### src/rtl/behav_updown_counter_pkg.sv
// Shared definitions for the up/down modulo counter.
//   counter_width() : counter width in bits from a byte count
//   DIR_UP/DIR_DOWN : encodings of the up_down input
package behav_updown_counter_pkg;

  localparam logic DIR_UP   = 1'b1;
  localparam logic DIR_DOWN = 1'b0;

  function automatic int counter_width(input int bytes);
    return 8 * bytes;
  endfunction

endpackage

### src/rtl/behav_updown_prescaler.sv
// Modulo-RATIO prescaler producing the counter advance enable.
//   clk     : clock
//   clear   : synchronous active-high reset of the prescaler count
//   restart : synchronous restart (count back to 0), driven by counter load
//   tick    : high in the cycle the count equals RATIO-1 (always high for RATIO=1)
module behav_updown_prescaler #(
  parameter int RATIO = 1
) (
  input  logic clk,
  input  logic clear,
  input  logic restart,
  output logic tick
);

  // One bit minimum so RATIO=1 still has a legal (constant-zero) count.
  localparam int CW = (RATIO > 1) ? $clog2(RATIO) : 1;
  localparam logic [CW-1:0] LAST = CW'(RATIO - 1);

  logic [CW-1:0] cnt;

  assign tick = (cnt == LAST);

  always_ff @(posedge clk) begin
    if (clear || restart) cnt <= '0;
    else if (tick)        cnt <= '0;
    else                  cnt <= cnt + 1'b1;
  end

endmodule

### src/rtl/behav_updown_counter.sv
// Loadable up/down modulo counter with programmable limit, step and prescaler.
//   clk     : clock
//   clear   : synchronous active-high reset
//   d       : parallel load value (loaded as-is, even above load_b)
//   load    : synchronous load enable
//   load_b  : modulo limit, highest count value; sampled every cycle
//   up_down : 1 = count up, 0 = count down
//   qd      : registered count
//   qd_b    : terminal-count flag (combinational)
//   qd_c    : one-cycle wrap pulse (carry up / borrow down)
// Edge priority: clear > load > tick > hold.
module behav_updown_counter
  import behav_updown_counter_pkg::*;
#(
  parameter int DATA_WIDTH = 1,
  parameter int KEEP_WIDTH = 1,
  parameter int HDR_WIDTH  = 1,
  localparam int W = counter_width(DATA_WIDTH)
) (
  input  logic         clk,
  input  logic         clear,
  input  logic [W-1:0] d,
  input  logic         load,
  input  logic [W-1:0] load_b,
  input  logic         up_down,
  output logic [W-1:0] qd,
  output logic         qd_b,
  output logic         qd_c
);

  if (DATA_WIDTH < 1) begin : g_bad_data_width
    $fatal(1, "DATA_WIDTH must be >= 1");
  end
  if (KEEP_WIDTH < 1 || (W < 31 && KEEP_WIDTH >= (1 << W))) begin : g_bad_keep_width
    $fatal(1, "KEEP_WIDTH must satisfy 1 <= KEEP_WIDTH < 2^W");
  end
  if (HDR_WIDTH < 1) begin : g_bad_hdr_width
    $fatal(1, "HDR_WIDTH must be >= 1");
  end

  localparam logic [W-1:0] STEP = W'(KEEP_WIDTH);

  logic         tick;
  logic [W:0]   sum_up;
  logic         wrap_up;
  logic         wrap_dn;
  logic [W-1:0] qd_nxt;
  logic         qd_c_nxt;

  behav_updown_prescaler #(
    .RATIO (HDR_WIDTH)
  ) u_presc (
    .clk     (clk),
    .clear   (clear),
    .restart (load),
    .tick    (tick)
  );

  // Up-compare done one bit wider so qd+S never aliases past load_b.
  assign sum_up  = {1'b0, qd} + {1'b0, STEP};
  assign wrap_up = (sum_up > {1'b0, load_b});
  assign wrap_dn = (qd < STEP);

  always_comb begin
    qd_nxt   = qd;
    qd_c_nxt = 1'b0;
    if (tick) begin
      if (up_down == DIR_UP) begin
        qd_nxt   = wrap_up ? '0 : sum_up[W-1:0];
        qd_c_nxt = wrap_up;
      end else begin
        qd_nxt   = wrap_dn ? load_b : (qd - STEP);
        qd_c_nxt = wrap_dn;
      end
    end
  end

  always_ff @(posedge clk) begin
    if (clear) begin
      qd   <= '0;
      qd_c <= 1'b0;
    end else if (load) begin
      qd   <= d;
      qd_c <= 1'b0;
    end else begin
      qd   <= qd_nxt;
      qd_c <= qd_c_nxt;
    end
  end

  assign qd_b = (up_down == DIR_UP) ? (qd >= load_b) : (qd == '0);

endmodule

### config.mk
export PLATFORM = sky130hd
export DESIGN_NAME = behav_updown_counter
export DESIGN_NICKNAME = d
export VERILOG_FILES = /design/src/rtl/behav_updown_counter_pkg.sv /design/src/rtl/behav_updown_prescaler.sv /design/src/rtl/behav_updown_counter.sv
export SDC_FILE = /design/constraint.sdc
export NUM_CORES = 1
export LEC_CHECK = 0
export CORE_AREA = 5 5 50 69
export DETAILED_ROUTE_END_ITERATION = 6
export DIE_AREA = 0 0 55 74
export PLACE_DENSITY = 0.75
export SETUP_SLACK_MARGIN = 0.15
export SYNTH_ARGS = -nofsm -noshare
export SYNTH_HDL_FRONTEND = slang
export SYNTH_SLANG_ARGS = --single-unit
export TNS_END_PERCENT = 100
### constraint.sdc
create_clock -name clk -period 3.1 [get_ports clk]
set_input_delay 0.93 -clock clk [delete_from_list [all_inputs] [get_ports clk]]
set_output_delay 0.93 -clock clk [all_outputs]
set_load 0.005 [all_outputs]
==> impl_results.md <==
* Remaining DRCs at 0
* H-tree levels at 1
* Switch share at 36.0%
* Pre-CTS setup slack at -874 ps
* GR Overflow Total at 0
* Die Footprint at 4070 um^2
* Syn Nets at 221
* Global-route wire length before repair at 7040 um
* Clk root buf: clkbuf_8
* Final RePlAce weighted congestion at 0.835
* Inserted Diodes at 0
* F_max at 333 MHz
* Int Pwr at 0.413 mW
* Worst Skew at 3.09 ps
* Layout cells sized above 1 at 27.4%
* Clk slew on worst S/H paths at 50 ps
* Crit path max fanout at 2
* Flop pwr share at 24.9%
* Largest family of logic cells by synthesized area: compound AO/OA/AOI/OAI gates
* Avg Synthesized Cell Area at 7.37 um^2
* WP data arrival at 2080 ps
* Clock Sinks at 10
* Multiplexer area fraction after synthesis at 0%
* Asr flop ratio synth at 0%
* Tot GR Track Use at 23.4%
* Tcrit/Tclk final at 97.0%
* Synth Area in Adders at 17.7%
* DP Wirelength at 3180 um
* Synth top area share at 17.7%
* ANT nets after route at 0
* Die Span Y at 74 um
* Initial Util at 48.1%
* Seq cells post-synth at 10
* Sw power at 0.233 mW
* Buffers on Ports at 29
* Synth Warn # at 0
* RSZ-0062 raised after global routing: true
* Final Setup Violations at 0
* Synth Area in Simple Gates at 23.1%
* Most frequent cells after synthesis: a21oi_1, ha_1, inv_1
* Core ar. at 2790 um^2
* Critical Path RT at 2170 ps
* Hold Vio Cnt, Final at 0
* Netlist cell types at 42
* Post-Synth XOR/XNOR Area at 6.44%
* Setup TNS Final at 0 ps
* Clk network pwr share at 26.2%
* Die Span X at 55 um
* Hold_buf cts at 0
* Final-report max-slew violation count at 0
* Peak supply drop at 0.000327 V
* First DRT Iteration DRCs at 52
* Hold WC Path Type: flop to flop
* Layout area overhead at 45.4%
* Multi-input gate area at 1110 um^2
* Wirelength per Cell at 16.0 um
* Row cnt at 23
* Dominant cell type by area after synthesis: ha_1
* CTS tree: done
* Post-synthesis sequential area ratio at 14.9%
* Power Dens Cells at 331 nW/um^2
* Dominant cells by area after synthesis: ha_1, dfxtp_1, a21oi_1
* Cells after synthesis at 182
* Comb pwr share at 49.0%
* Top-count cell post-synth: a21oi_1
* Post-Syn Area at 1340 um^2
* Filler cells at 226
* Largest net degree at the start of global routing at 18
* Critical Path End Type: output port
* Initial antenna violation count at 0
* Pleak at 0.842 nW
* Compound-Gate Fraction of Synth Area at 27.2%
* I/O pin cnt at 30
* Reg area at 201 um^2
* Iteration count of the initial detailed-routing pass at 4
* Final core utilization at 69.9%
* Number of flops mapped to enable cells by yosys at 0
* CTS Buf Count at 3
* Slew @ Worst Pin at 603 ps
* Crit path time final at 3010 ps
* WL final at 4210 um
* Kind of start point of the critical path: input pin
* Vias at 1,517
* Status: complete, no violations
* Relative slew margins at 59.7%
* Max Cap Viol at 0
* Main synth FF type: dfxtp_1
* Critical path class: input pin to output port
* # nets final at 266
* Vias per cell at 5.77
* Vias in the first global route at 1,559
* Max clock buf depth at 2
* Clk_lat worst skew at 240 ps
* Setup slack after layout at 94.5 ps
[metrics by stage]
stage	hold slack, ps	power [mW]	std cells	cell area (um^2)
2_1_floorplan	688	0.334	182	1340
3_3_place_gp	662	0.433	253	1760
3_5_place_dp	674	0.444	253	1760
4_1_cts	739	0.640	263	1940
5_1_grt	791	0.687	263	1950
6_report	748	0.646	263	1950
[layout by cell type, fill, tap and decap left out, types with 2 or more instances in the layout]
cell / netlist / layout
a31oi_1: 4 / 4
buf_2: 5 / 3
o21ai_1: 0 / 3
or3_1: 2 / 2
nor3_1: 5 / 5
a221o_1: 2 / 2
nand3_1: 15 / 15
clkdlybuf4s50_1: 0 / 21
a21oi_1: 20 / 20
dfxtp_1: 10 / 9
clkbuf_8: 0 / 4
a211oi_1: 9 / 7
a211o_1: 3 / 2
ha_4: 0 / 5
xnor2_1: 4 / 4
nand4_1: 2 / 2
and3_1: 2 / 2
a211oi_2: 1 / 3
a2111oi_0: 2 / 2
xor2_1: 4 / 4
ha_1: 19 / 13
nor2_1: 12 / 12
o21ai_0: 7 / 3
inv_1: 16 / 11
o31a_1: 2 / 2
nor3_2: 2 / 2
nand2_1: 6 / 6
dlygate4sd2_1: 0 / 2
buf_4: 1 / 27
inv_2: 0 / 5
[worst max-delay path, cell delays in order]
cell,delay [ps]
buf_8,100
ha_4,210
nand2b_4,130
a211oi_2,190
o21ai_1,100
a31oi_1,200
o21ai_1,80
buf_2,130
[state kept, by name, summed over array words and instances, names as in the netlist]
register and count:
qd 8, qd_c 1, u_presc.cnt 1
[power groups by stage]
stage	sequential, mW	clock (mW)	combinational (mW)
CTS	0.160	0.172	0.309
floorplan	0.152	0	0.182
detailed placement	0.160	0	0.284
finish	0.161	0.169	0.316
global route	0.162	0.176	0.349
global placement	0.159	0	0.274
[cells by family (layout without fill, tap and decap cells)]
logic type | after synthesis | in the layout
AOI/OAI and AO/OA | 55 | 55
xor gates and xnor gates | 9 | 9
adders and majority gates | 19 | 19
buffers and inverters | 32 | 76
DFF | 10 | 10
other | 1 | 1
and+or+nand+nor | 56 | 56
[what timing repair did]
action | in CTS | in global routing
setup endpoints to repair | 2 | 6
setup buffers | 6 | 0
pin swaps | 11 | 3
gates resized for setup | 46 | 4
[worst paths after layout]
| path | startpoint | slack (ps) | end | depth (start not counted) |
|---|---|---|---|---|
| worst min register to register | qd[0]$_SDFFE_PP0P_ | 750 | qd[0]$_SDFFE_PP0P_ | 4 |
| worst max register to register | qd[0]$_SDFFE_PP0P_ | 290 | qd[6]$_SDFFE_PP0P_ | 12 |
| worst max-delay path | load_b[0] | 90 | qd_b | 8 |
| worst min-delay path | qd[0]$_SDFFE_PP0P_ | 750 | qd[0]$_SDFFE_PP0P_ | 4 |
[cell type report]
type                       instances  area share, %
multi-input combinational        140           56.7
timing repair buffer              56           24.7
clock buffer                       4           2.82
sequential                        10           10.3
inverter                          16           3.08
tap                               37           2.37
[layer usage]
layer | track usage [%] | routed length [um]
met5 | 0 | 0
met2 | 41.3 | 2200
met4 | 10.5 | 118
met3 | 2.40 | 180
met1 | 27.4 | 1710
Power figures use the tool's default switching activity.
